==> config.mk <==
export PLATFORM = sky130hd
export DESIGN_NAME = hack_ram_arbiter
export DESIGN_NICKNAME = d
export VERILOG_FILES = /design/src/rtl/hack_ram_arbiter.sv
export SDC_FILE = /design/constraint.sdc
export NUM_CORES = 1
export LEC_CHECK = 0
export ABC_AREA = 1
export ABC_CLOCK_PERIOD_IN_PS = 3770
export CAP_MARGIN = 20
export CORE_ASPECT_RATIO = 1.4
export CORE_MARGIN = 1
export CORE_UTILIZATION = 27
export DETAILED_ROUTE_END_ITERATION = 7
export PLACE_DENSITY = 0.95
export SYNTH_ARGS = -nofsm -noshare
export SYNTH_HDL_FRONTEND = slang
export SYNTH_SLANG_ARGS = --single-unit
==> constraint.sdc <==
create_clock -name i_clk -period 3.77 [get_ports i_clk]
set_clock_uncertainty 0.1 [all_clocks]
set_input_delay 0.754 -clock i_clk [delete_from_list [all_inputs] [get_ports i_clk]]
set_output_delay 0.754 -clock i_clk [all_outputs]
set_load 0.02 [all_outputs]
==> src/rtl/hack_ram_arbiter.sv <==
`default_nettype none
// ============================================================================
// Module      : hack_ram_arbiter
// Description : Two-master arbiter for the Hack SoC single-port data RAM.
//               The CPU has fixed priority. A streak counter forces one DMA
//               slot after MAX_CPU_STREAK consecutive CPU grants while DMA
//               waits. One-cycle-latency read data is steered back to the
//               master that issued the read.
//               Optional build macro HACK_ARB_STATS_EN adds the saturating
//               DMA wait-cycle counter output o_dma_wait_cnt.
// Revision    : 1.0 - initial release
// ============================================================================
module hack_ram_arbiter #(
    parameter int ADDR_W         = 15,
    parameter int DATA_W         = 16,
    parameter int MAX_CPU_STREAK = 4
) (
    input  logic              i_clk,
    input  logic              i_reset,
    // CPU data port
    input  logic              i_cpu_req,
    input  logic              i_cpu_we,
    input  logic [ADDR_W-1:0] i_cpu_addr,
    input  logic [DATA_W-1:0] i_cpu_wdata,
    output logic              o_cpu_gnt,
    output logic              o_cpu_rvalid,
    output logic [DATA_W-1:0] o_cpu_rdata,
    // Secondary master (DMA / debug / loader)
    input  logic              i_dma_req,
    input  logic              i_dma_we,
    input  logic [ADDR_W-1:0] i_dma_addr,
    input  logic [DATA_W-1:0] i_dma_wdata,
    output logic              o_dma_gnt,
    output logic              o_dma_rvalid,
    output logic [DATA_W-1:0] o_dma_rdata,
`ifdef HACK_ARB_STATS_EN
    output logic [15:0]       o_dma_wait_cnt,
`endif
    // RAM port
    output logic              o_mem_en,
    output logic              o_mem_we,
    output logic [ADDR_W-1:0] o_mem_addr,
    output logic [DATA_W-1:0] o_mem_wdata,
    input  logic [DATA_W-1:0] i_mem_rdata
);

    // Streak counter must be able to hold the value MAX_CPU_STREAK itself.
    localparam int STREAK_W = (MAX_CPU_STREAK < 1) ? 1 : $clog2(MAX_CPU_STREAK + 1);
    localparam logic [STREAK_W-1:0] C_STREAK_MAX = STREAK_W'(MAX_CPU_STREAK);
    localparam logic [STREAK_W-1:0] C_STREAK_ONE = STREAK_W'(1);

    localparam logic [0:0] S_CPU = 1'b0;  // CPU has priority
    localparam logic [0:0] S_DMA = 1'b1;  // one forced DMA slot

    logic [0:0]          r_state;
    logic [0:0]          w_state_nxt;
    logic [STREAK_W-1:0] r_streak;
    logic [STREAK_W-1:0] w_streak_nxt;
    logic [STREAK_W-1:0] w_streak_inc;
    logic                w_cpu_gnt;
    logic                w_dma_gnt;
    logic                r_tag_rd;    // a read was granted last cycle
    logic                r_tag_dma;   // owner of that read: 1 = DMA, 0 = CPU

    assign w_streak_inc = r_streak + C_STREAK_ONE;

    // State and streak registers
    always_ff @(posedge i_clk or posedge i_reset) begin
        if (i_reset) begin
            r_state  <= S_CPU;
            r_streak <= '0;
        end else begin
            r_state  <= w_state_nxt;
            r_streak <= w_streak_nxt;
        end
    end

    // Grant decision, next state and next streak value
    always_comb begin
        w_cpu_gnt    = 1'b0;
        w_dma_gnt    = 1'b0;
        w_state_nxt  = S_CPU;
        w_streak_nxt = r_streak;
        if (!i_reset) begin
            case (r_state)
                S_CPU: begin
                    if (i_cpu_req) begin
                        w_cpu_gnt = 1'b1;
                    end else if (i_dma_req) begin
                        w_dma_gnt = 1'b1;
                    end
                    if (w_cpu_gnt && i_dma_req) begin
                        w_streak_nxt = w_streak_inc;
                        if (w_streak_inc == C_STREAK_MAX) begin
                            w_state_nxt = S_DMA;
                        end
                    end
                end
                S_DMA: begin
                    // CPU is locked out for this single cycle
                    w_dma_gnt   = i_dma_req;
                    w_state_nxt = S_CPU;
                end
                default: begin
                    w_state_nxt = S_CPU;
                end
            endcase
            if (!i_dma_req || w_dma_gnt) begin
                w_streak_nxt = '0;
            end
        end
    end

    // RAM port mux driven by whichever master holds the grant
    always_comb begin
        o_mem_en    = 1'b0;
        o_mem_we    = 1'b0;
        o_mem_addr  = '0;
        o_mem_wdata = '0;
        if (w_cpu_gnt) begin
            o_mem_en    = 1'b1;
            o_mem_we    = i_cpu_we;
            o_mem_addr  = i_cpu_addr;
            o_mem_wdata = i_cpu_wdata;
        end else if (w_dma_gnt) begin
            o_mem_en    = 1'b1;
            o_mem_we    = i_dma_we;
            o_mem_addr  = i_dma_addr;
            o_mem_wdata = i_dma_wdata;
        end
    end

    // Owner tag for the read issued this cycle; reset drops any in-flight read
    always_ff @(posedge i_clk or posedge i_reset) begin
        if (i_reset) begin
            r_tag_rd  <= 1'b0;
            r_tag_dma <= 1'b0;
        end else begin
            r_tag_rd  <= (w_cpu_gnt && !i_cpu_we) || (w_dma_gnt && !i_dma_we);
            r_tag_dma <= w_dma_gnt;
        end
    end

    assign o_cpu_gnt    = w_cpu_gnt;
    assign o_dma_gnt    = w_dma_gnt;
    assign o_cpu_rvalid = r_tag_rd && !r_tag_dma;
    assign o_dma_rvalid = r_tag_rd &&  r_tag_dma;
    assign o_cpu_rdata  = o_cpu_rvalid ? i_mem_rdata : '0;
    assign o_dma_rdata  = o_dma_rvalid ? i_mem_rdata : '0;

`ifdef HACK_ARB_STATS_EN
    logic [15:0] r_dma_wait_cnt;

    // Saturating count of cycles the DMA master spends waiting for a grant
    always_ff @(posedge i_clk or posedge i_reset) begin
        if (i_reset) begin
            r_dma_wait_cnt <= '0;
        end else if (i_dma_req && !w_dma_gnt && (r_dma_wait_cnt != 16'hFFFF)) begin
            r_dma_wait_cnt <= r_dma_wait_cnt + 16'd1;
        end
    end

    assign o_dma_wait_cnt = r_dma_wait_cnt;
`endif

endmodule
`default_nettype wire

# After elaboration in Yosys (flattened, before gate mapping)
# Cells that the tools add are included.
# totals
reg_bits	6
latchBits	0
ramBits	0
mem_bits_ro	0
out_inout_bits	69
wordCells	49
mem_count	0
# op_classes
add_sub_neg	1
mul	0
div_mod_pow	0
n_lt_le_gt_ge	0
eq_ne	2
shift	0
n_mux	27
n_bitwise	2
reduce_logical	13
# ops
operator	n
$mux 16	4
$mux 15	2
$mux 1	16
$mux 3	3
$logic_and 1x1->1	5
$logic_not 1->1	4
$pmux 1 s2	2
$add 3x1->3 const B	1
$eq 3x3->1 const B	1
$reduce_and 3->1	1
$logic_or 1x1->1	2
$ne 2x1->1 const B	1
$not 1->1	2
$reduce_bool 2->1	1

# Depth between registers and ports, before layout
# Gate-level depths: netlist (run 1).
# depth
word_depth	7
depth_mapped	5

# Worst setup path before layout (run 1)
# No wires, ideal clock.
# synth_timing
path_kind	input-to-output
from	input port i_reset
to	output port o_mem_wdata[10]
t_arrival_ps	1410
t_required_ps	2916
path_slack_ps	1506
cell_stages	5
cell_sequence	buf_6 > inv_2 > clkbuf_8 > nand3_1 > nand2_1
# synth_between
elab_chain_len	3
elab_cells_between_ends	4
cone_classes	mux (4)
# synth_lines
item	line_no	rtl
start: declaration	19	input logic i_reset,
$mux 1	84	if (!i_reset) begin
$mux 16	125	end else if (w_dma_gnt) begin
$mux 16 (*)	120	if (w_cpu_gnt) begin
end: declaration	43	output logic [DATA_W-1:0] o_mem_wdata,
# Mark *: on every way between the ends. The rest lies on a longest branch, timed or not.

# Worst setup path after layout (run 1)
# layout_timing
from	input port i_reset
to	output port o_mem_wdata[9]
# Same word-level chain as after synthesis.

==> results of run 1 <==
[per-layer routing]
metal  wire [µm]  up-vias
met5           0        -
met4         173        0
met3         476       14
met2        2740      113
met1        1910      864
li1            -      927
[synth_stat cells, drive strengths merged]
cell    count  area (µm²)
buf        14         116
nor2       37         163
nand3      69         370
inv        29         109
clkbuf      1        13.8
ha          2        25.0
o21ai       1        5.00
nor3        1        5.00
nand2      42         160
dfrtp       6         150
[power by group through the flow]
| stage | Combinational [mW] | Sequential [mW] | Clock (mW) |
|---|---|---|---|
| 2_1_floorplan | 0.112 | 0.0693 | 0 |
| 3_3_place_gp | 0.269 | 0.0697 | 0 |
| 3_5_place_dp | 0.272 | 0.0700 | 0 |
| 4_1_cts | 0.274 | 0.0692 | 0.0968 |
| 5_1_grt | 0.292 | 0.0695 | 0.0990 |
| 6_report | 0.273 | 0.0693 | 0.0955 |
[layout by cell type (no fill, tap or decap), types with 3 or more instances in the layout]
cell             synthesis  layout
clkdlybuf4s50_1          0     152
dfrtp_1                  6       6
inv_2                    3       3
clkbuf_8                 1       3
nand2_1                 41      41
buf_12                   0       4
nor2_1                  35      35
nand3_2                  5       5
inv_1                   26      26
nand3_1                 64      64
[worst min-delay path: cells and delay by family, from the launching register on]
kind             cells  cell delay, ns
DFF                  1            0.35
and+or+nand+nor      2            0.11
[path summary, 6_finish.rpt]
kind,end,slack (ns),cells past startpoint
min in group asynchronous,r_streak[0],0.96,2
max,o_mem_wdata[9],0.21,5
max reg2reg,r_streak[2],2.48,5
max in group asynchronous,r_streak[2],2.41,2
min reg2reg,r_streak[1],0.39,2
min,r_streak[1],0.39,2
[registers in the layout, indices dropped and copies added, names as in the netlist]
signal,count
r_streak,3
r_state,1
r_tag_dma,1
r_tag_rd,1
[stage by stage]
step | std cells | hold WS (ns) | utilization | power (mW)
6_report | 389 | 0.394 | 0.679 | 0.437
5_1_grt | 389 | 0.411 | 0.679 | 0.461
4_1_cts | 389 | 0.391 | 0.679 | 0.440
3_5_place_dp | 386 | 0.383 | 0.669 | 0.342
3_3_place_gp | 386 | 0.381 | 0.669 | 0.338
2_1_floorplan | 202 | 0.349 | - | 0.181
[kinds of logic (layout without fill, tap and decap cells)]
group / Yosys count / count (layout)
DFF: 6 / 6
AOI/OAI and AO/OA: 1 / 1
buffers and inverters: 44 / 188
adders and majority gates: 2 / 2
and+or+nand+nor: 149 / 149
[final cells by class]
cell class	instances	area [µm²]	area share
Inverter	29	109	0.0406
Timing Repair Buffer	156	1600	0.597
Clock buffer	3	41.3	0.0154
Sequential cell	6	150	0.0559
Multi-Input combinational cell	152	728	0.271
Tap cell	43	53.8	0.0200
==> flow_metrics.tcl, run 1 <==
set metrics [dict create \
    hold_class "reg -> reg" \
    worst_pin_slew_ns 0.551 \
    cpMaxStageDelayCell "clkdlybuf4s50_1" \
    fp.dieW_um 56.4 \
    timing.critical_path.slowest_cell_delay_ns 0.62 \
    synthCells 202 \
    path_common_cell "clkdlybuf4s50_1" \
    drc_errors 0 \
    syn-num-nets 288 \
    cts_tree "done" \
    cp.required_ns 2.92 \
    max-slew-margin-rel 0.632 \
    r2r_start "r_streak[0]" \
    hold_buffers 0 \
    slew_viol_final 0 \
    first_pass_iters 4 \
    switching_share 0.342 \
    muxShareOfSynthArea 0 \
    grtUsageMet2 0.433 \
    cts_max_level 1 \
    wl_um 5290 \
    cp-end-kind "output pin" \
    core-area_mm2 0.00395 \
    cp-start-kind "input pin" \
    use_met1 0.252 \
    fin_setup_tns_ns 0 \
    die_area_mm2 0.00440 \
    globalRouteOverflowTotal 0 \
    dpl_worst_slack_ns 0.214 \
    synth-compound-area-share 0.00448 \
    peakVddDrop_mv 0.226 \
    clk_latency_ns 0.22 \
    p_int_uw 288 \
    place_area_mm2 0.00264 \
    drtIter0Drc 125 \
    num_antenna_cells 0 \
    via_per_inst 4.93 \
    antenna_found_initial 0 \
    grt_use_met3 0.0511 \
    area_growth_pct 140 \
    cp.arrival_ns 2.71 \
    hold_violations 0 \
    synth_top_family_by_area "simple AND/OR/NAND/NOR gates" \
    avgSynthCellArea_um2 5.53 \
    synthesis.area_mm2 0.00112 \
    synth_cell_types 18 \
    boundaryPins 153 \
    cp_cell_sequence "clkdlybuf4s50_1 > nor2_8 > nand3_1 > nand2_1 > clkdlybuf4s50_1" \
    rsz0062_at_grt "no" \
    cts_buffers 3 \
    die_h_um 78.1 \
    hp-start "r_streak[1]" \
    power_density_mw_per_mm2 163 \
    yosysWarnings 0 \
    grt_pass1_vias 1844 \
    cts_sinks 6 \
    fill_cells 320 \
    ys_ff_latch 6 \
    io_buffers 152 \
    synthAdderAreaFrac 0.0224 \
    clkPwrFrac 0.218 \
    path_clk_slew_ns 0.04 \
    synth-simple-area-share 0.625 \
    drv_cap 0 \
    synth_xor_area_frac 0 \
    crit_family "buffers and inverters" \
    drive_gt1_frac 0.0520 \
    combPwrFrac 0.623 \
    cts_resized 0 \
    fin_crit_sh 0.945 \
    path_max_fanout 36 \
    setup_viol 0 \
    start_util 0.283 \
    cp_num_buf_inv 2 \
    synth.yosys.seq_area_share 0.134 \
    grt_max_degree 38 \
    nNetsFinal 434 \
    leakagePower_nw 1.26 \
    grt_pass1_wl_um 8340 \
    fin_area_mm2 0.00268 \
    status "finished, final reports clean" \
    worstSetupPathType "in -> out" \
    hpwl_um 4250 \
    finalCriticalPeriod_ns 3.56 \
    worst_slack_ns 0.209 \
    clockBufferDepth 2 \
    grtUsageTotal 0.231 \
    globalRoute.busiestLayer "met2" \
    cp-startpoint "i_reset" \
    wire_per_inst_um 13.6 \
    routabilityCongestion 0.835 \
    timing.fmax_mhz 281 \
    p_seq_frac 0.158 \
    postCtsSetupBuffers 0 \
    root_buffer "clkbuf_8" \
    num_vias 1918 \
    power.switching_uw 150 \
    antenna_left 0 \
    placementRows 27 \
]
No activity file was read; power rests on OpenSTA's default activity.
==> run 2: changes to the inputs <==
--- a/config.mk
+++ b/config.mk
@@ -5,13 +5,14 @@
 export SDC_FILE = /design/constraint.sdc
 export NUM_CORES = 1
 export LEC_CHECK = 0
-export ABC_AREA = 1
+export ABC_AREA = 0
 export ABC_CLOCK_PERIOD_IN_PS = 3770
 export CAP_MARGIN = 20
 export CORE_ASPECT_RATIO = 1.4
 export CORE_MARGIN = 1
-export CORE_UTILIZATION = 27
+export CORE_UTILIZATION = 28
 export DETAILED_ROUTE_END_ITERATION = 7
+export GPL_TIMING_DRIVEN = 0
 export PLACE_DENSITY = 0.95
 export SYNTH_ARGS = -nofsm -noshare
 export SYNTH_HDL_FRONTEND = slang
==> constraint.sdc (replaced) <==
create_clock -name i_clk -period 3.77 [get_ports i_clk]
set_clock_uncertainty 0.1 [all_clocks]
set_input_delay 0.377 -clock i_clk [delete_from_list [all_inputs] [get_ports i_clk]]
set_output_delay 0.377 -clock i_clk [all_outputs]
set_load 0.02 [all_outputs]
==> run 2 against run 1 <==
  * Routed wire length decreased by 9.8%
  * Global-route usage shrank 1.8 points
  * Flip-flop and latch count unchanged
  * Via count is 3.3% lower
  * Maximum frequency increased by 34%
  * Count of clock-buffer cells in the layout unchanged
  * Register-to-register slack barely moved
  * Cell area rose by 3.0%
  * Worst setup slack gained 0.91 ns
==> flow_metrics.tcl, run 2 <==
set metrics [dict create \
    status "finished, final reports clean" \
    fill_cells 323 \
    use_met1 0.188 \
    clk_latency_ns 0.22 \
    cp.required_ns 3.29 \
    cp_cell_sequence "clkdlybuf4s50_1 > nor2b_1 > buf_4 > buf_6 > nand2_1 > a21oi_1 > clkdlybuf4s50_1" \
    path_clk_slew_ns 0.04 \
    synth_commonest_cells "nand2_1, a21oi_1, nand3_1" \
    total_power_uw 437 \
    drv_cap 0 \
    hold_class "in -> async" \
    cp-end-kind "output pin" \
    antenna_found_initial 0 \
    root_buffer "clkbuf_8" \
    postCtsSetupBuffers 0 \
    timing.fmax_mhz 377 \
    cpMaxStageDelayCell "clkdlybuf4s50_1" \
    area_growth_pct 137 \
    path_common_cell "clkdlybuf4s50_1" \
    synth_cell_types 23 \
    rsz0062_at_grt "no" \
    mostFrequentLayoutCells "clkdlybuf4s50_1, nand2_1, nand3_1, a21oi_1" \
    grt_pass1_wl_um 7670 \
    cts_max_level 1 \
    io_buffers 150 \
    synthCells 179 \
    synth_edf_count 0 \
    boundaryPins 153 \
    drive_gt1_frac 0.117 \
    setup_viol 0 \
    start_util 0.296 \
    die_area_mm2 0.00444 \
    clockBufferDepth 2 \
    syn-num-nets 265 \
    dpl_worst_slack_ns 1.14 \
    synth.yosys.seq_area_share 0.128 \
    die_h_um 78.4 \
    globalRoute.busiestLayer "met2" \
    register_area_um2 150 \
    cts_sinks 6 \
    nNetsFinal 420 \
    hold_buffers 0 \
    cts_buffers 3 \
    globalRouteOverflowTotal 0 \
    via_per_inst 4.95 \
    power_density_mw_per_mm2 158 \
    ys_ff_latch 6 \
    num_antenna_cells 0 \
    peakVddDrop_mv 0.139 \
    max-slew-margin-rel 0.699 \
    core-area_mm2 0.00395 \
    cp_num_buf_inv 4 \
    synthTopCellsByArea "dfrtp_1, nand2_1, a21oi_1" \
    yosys.area.top_type "dfrtp_1" \
    rr_endpoint "r_tag_dma" \
    hpwl_um 4050 \
    synthesis.area_mm2 0.00117 \
    yosysWarnings 0 \
    cts_resized 0 \
    fin_crit_sh 0.704 \
    cp-start-kind "input pin" \
    leakagePower_nw 1.11 \
    final_common_cell "clkdlybuf4s50_1" \
    fin_setup_tns_ns 0 \
    synthFlopType "dfrtp_1" \
    crit_family "buffers and inverters" \
    grt_use_met3 0.0840 \
    drc_errors 0 \
    wire_per_inst_um 12.7 \
    synth_top_area_frac 0.128 \
    grtUsageMet2 0.415 \
    antenna_left 0 \
    async_reset_ff_frac 1.00 \
    cts_tree "done" \
    worst_pin_slew_ns 0.451 \
    path_max_fanout 10 \
    reg2reg_slack_ns 2.49 \
    grt_max_degree 11 \
    reg2reg_depth 4 \
    worst_slack_ns 1.12 \
    grt_pass1_vias 1830 \
    timing.critical_path.slowest_cell_delay_ns 0.62 \
    routabilityCongestion 0.746 \
    slew_viol_final 0 \
    placementRows 27 \
    multi_input_area_um2 870 \
    final_util 0.700 \
    hold_violations 0 \
    grtUsageTotal 0.214 \
    top_register "r_streak" \
    finalCriticalPeriod_ns 2.65 \
    avgSynthCellArea_um2 6.53 \
    largest_reg_flops 3 \
    first_pass_iters 4 \
    worstSetupPathType "in -> out" \
    fp.dieW_um 56.6 \
    cp.arrival_ns 2.18 \
    num_vias 1855 \
    yosys.cell_count.top_type "nand2_1" \
    r2r_start "r_state" \
    drtIter0Drc 27 \
    wl_um 4780 \
]
-- run 2: worst reg2reg max path, stage by stage, from the launching register on --
cell	delay, ns
dfrtp_1	0.37
nand2b_1	0.15
buf_4	0.17
buf_4	0.17
and3_1	0.20
-- run 2: kinds of logic (layout without fill, tap and decap cells) --
family / count (synthesis) / in the layout / share of synthesized area
simple gates: 112 / 112 / 0.534
compound gates: 36 / 36 / 0.188
buf+inv: 23 / 176 / 0.127
flops: 6 / 6 / 0.128
fa+ha+maj: 2 / 2 / 0.0214
-- run 2: final cells by class --
cell class	instances	share of cell area
flip-flops and latches	6	0.0543
clock buffers	3	0.0149
repair buffers	150	0.543
plain buffers	20	0.0498
inverters	3	0.00407
well taps	43	0.0195
multi-input cells	150	0.314
-- run 2: how the worst max path moves through the flow --
stage	start	endpoint	slack (ns)	depth (start not counted)
2_1_floorplan	i_cpu_req	o_mem_wdata[10]	2.12	5
3_5_place_dp	i_cpu_req	o_mem_addr[7]	1.14	7
5_1_grt	i_cpu_req	o_mem_wdata[12]	0.97	7
4_1_cts	i_cpu_req	o_mem_addr[7]	1.11	7
6_report	i_cpu_req	o_mem_addr[7]	1.12	7
3_3_place_gp	i_cpu_req	o_mem_addr[13]	1.17	7
-- run 2: report_power, final --
group          internal, mW  switching, mW
clock network        0.0686         0.0277
registers            0.0673        0.00290
logic                 0.155          0.116
total                 0.291          0.147
-- run 2: stage by stage --
stage	area, µm²	instances	hold WS, ns
3_5_place_dp	2720	372	0.294
4_1_cts	2770	375	0.0589
2_1_floorplan	1170	179	0.212
5_1_grt	2770	375	0.0834
6_report	2770	375	0.0413
3_3_place_gp	2720	372	0.265
-- run 2: routing by layer --
| metal | up-vias | part of all wire |
|---|---|---|
| met1 | 814 | 0.34 |
| met2 | 114 | 0.53 |
| met5 | - | 0 |
| met3 | 6 | 0.11 |
| li1 | 921 | - |
| met4 | 0 | 0.018 |
==> run 3: changes to the inputs <==
--- a/config.mk
+++ b/config.mk
@@ -6,14 +6,14 @@
 export NUM_CORES = 1
 export LEC_CHECK = 0
 export ABC_AREA = 0
-export ABC_CLOCK_PERIOD_IN_PS = 3770
+export ABC_CLOCK_PERIOD_IN_PS = 2660
 export CAP_MARGIN = 20
 export CORE_ASPECT_RATIO = 1.4
 export CORE_MARGIN = 1
-export CORE_UTILIZATION = 28
+export CORE_UTILIZATION = 26
 export DETAILED_ROUTE_END_ITERATION = 7
 export GPL_TIMING_DRIVEN = 0
-export PLACE_DENSITY = 0.95
+export PLACE_DENSITY = 0.9
 export SYNTH_ARGS = -nofsm -noshare
 export SYNTH_HDL_FRONTEND = slang
 export SYNTH_SLANG_ARGS = --single-unit
==> constraint.sdc (replaced) <==
create_clock -name i_clk -period 2.66 [get_ports i_clk]
set_clock_uncertainty 0.1 [all_clocks]
set_input_delay 0.266 -clock i_clk [delete_from_list [all_inputs] [get_ports i_clk]]
set_output_delay 0.266 -clock i_clk [all_outputs]
set_load 0.02 [all_outputs]
==> run 3 against run 2 <==
  * Cell count grew 4.8%
  * Combinational power grew 41%
  * Die area grew 7.5%
  * Utilization shrank 4.5 points
  * Cell area grew 1.1%
  * Clock power grew 51%
  * Sequential share of layout area shrank 0.061 points
  * Via count shrank 2.0%
  * Routed wire length grew 0.15%
  * Hold slack gained 0.22 ns
  * Largest power group unchanged
  * Critical path type unchanged
  * Sequential power grew 42%
  * Total power grew 44%
==> flow_metrics.tcl, run 3 (synthesized netlist as in run 2, its figures left out) <==
set metrics [dict create \
    placementRows 28 \
    peakVddDrop_mv 0.113 \
    cts_max_level 1 \
    hold_path_end "r_streak[1]" \
    cts_tree "done" \
    cp.arrival_ns 2.04 \
    power_density_mw_per_mm2 225 \
    fin_setup_tns_ns 0 \
    root_buffer "clkbuf_8" \
    antenna_left 0 \
    grt_use_met3 0.0669 \
    globalRoute.busiestLayer "met2" \
    mostFrequentLayoutCells "clkdlybuf4s50_1, nand2_1, nand3_1, a21oi_1" \
    hpwl_um 3900 \
    die_h_um 81.3 \
    grt_pass1_vias 1722 \
    status "finished, final reports clean" \
    timing.critical_path.slowest_cell_delay_ns 0.62 \
    grt_max_degree 11 \
    clk_latency_ns 0.23 \
    path_clk_slew_ns 0.04 \
    grt_pass1_wl_um 7440 \
    worst_slack_ns 0.255 \
    grtUsageMet2 0.382 \
    area_growth_pct 139 \
    num_antenna_cells 0 \
    setup_viol 0 \
    finalCriticalPeriod_ns 2.40 \
    r2r_start "r_streak[0]" \
    start_util 0.273 \
    boundaryPins 153 \
    timing.fmax_mhz 416 \
    drc_errors 0 \
    antenna_found_initial 0 \
    leakagePower_nw 1.12 \
    via_per_inst 4.62 \
    cts_sinks 6 \
    fin_crit_sh 0.904 \
    first_pass_iters 4 \
    hold_class "in -> reg" \
    largest_reg_flops 3 \
    reg2reg_slack_ns 1.33 \
    reg2reg_depth 3 \
    drtIter0Drc 49 \
    place_inst 389 \
    max-slew-margin-rel 0.697 \
    drive_gt1_frac 0.117 \
    final_util 0.654 \
    cp_cell_sequence "dlygate4sd3_1 > clkbuf_1 > inv_1 > and3_1 > clkdlybuf4s50_1" \
    cts_buffers 3 \
    fin_area_mm2 0.00280 \
    slew_viol_final 0 \
    hp-start "i_dma_req" \
    grtUsageTotal 0.199 \
    clockBufferDepth 2 \
    layout.cells.non_filler 393 \
    fin_hold_ws_ns 0.266 \
    core-area_mm2 0.00427 \
    final_common_cell "clkdlybuf4s50_1" \
    worstSetupPathType "in -> out" \
    rr_endpoint "r_streak[2]" \
    worst_pin_slew_ns 0.454 \
    cpMaxStageDelayCell "clkdlybuf4s50_1" \
    globalRouteOverflowTotal 0 \
    cp.required_ns 2.29 \
    hold_violations 0 \
    rsz0062_at_grt "no" \
    top_register "r_streak" \
    cp-start-kind "input pin" \
    wl_um 4780 \
    holdPathStages 3 \
    path_max_fanout 9 \
    cp-end-kind "output pin" \
    io_buffers 150 \
    wire_per_inst_um 12.2 \
    nNetsFinal 421 \
    drv_cap 0 \
    cts_resized 0 \
    total_power_uw 628 \
    routabilityCongestion 0.775 \
    place_area_mm2 0.00275 \
    num_vias 1817 \
    fp.dieW_um 58.7 \
    die_area_mm2 0.00477 \
    use_met1 0.190 \
    dpl_worst_slack_ns 0.269 \
]
-- run 3: cell types whose count changed in the layout (fill, tap and decap cells not counted), sizes merged --
cell,before,now
dlygate4sd3,0,1
-- run 3: metal layers --
| metal | share of wire | up-vias |
|---|---|---|
| li1 | - | 920 |
| met1 | 0.35 | 778 |
| met2 | 0.52 | 108 |
| met3 | 0.11 | 11 |
| met4 | 0.021 | 0 |
| met5 | 0 | - |
-- run 3: power by group --
| part | leakage, nW | switching (mW) | internal (mW) |
|---|---|---|---|
| Sequential | 0.0816 | 0.00424 | 0.0954 |
| Clock | 0.0216 | 0.0472 | 0.0979 |
| Combinational | 1.01 | 0.163 | 0.220 |
| Total | 1.12 | 0.214 | 0.414 |
-- run 3: area by class of cell --
type,count,area [µm²]
Timing Repair Buffer,151,1510
Buffer,20,138
Inverter,3,11.3
Multi-Input combinational cell,150,870
Fill cell,388,1480
Tap cell,60,75.1
Clock buffer,3,41.3
Sequential cell,6,150
-- run 3: worst max-delay path by stage --
stage	start	to	slack (ns)	cells past startpoint
floorplan	r_state	o_mem_wdata[10]	1.15	5
global placement	i_cpu_req	o_mem_wdata[10]	0.28	7
detailed placement	i_cpu_req	o_mem_addr[2]	0.27	7
CTS	i_reset	o_dma_gnt	0.21	5
global route	i_reset	o_dma_gnt	0.14	5
finish	i_reset	o_dma_gnt	0.26	5
-- run 3: what timing repair did --
item                                    CTS  global route
hold buffers                              1             0
buffers inserted                          0             0
hold endpoints to repair                  6             0
endpoints found under the setup margin    0             0
-- run 3: critical path, delay by kind of cell --
| kind | cells | cell delay, ns |
|---|---|---|
| simple gates | 1 | 0.23 |
| buf+inv | 4 | 1.54 |
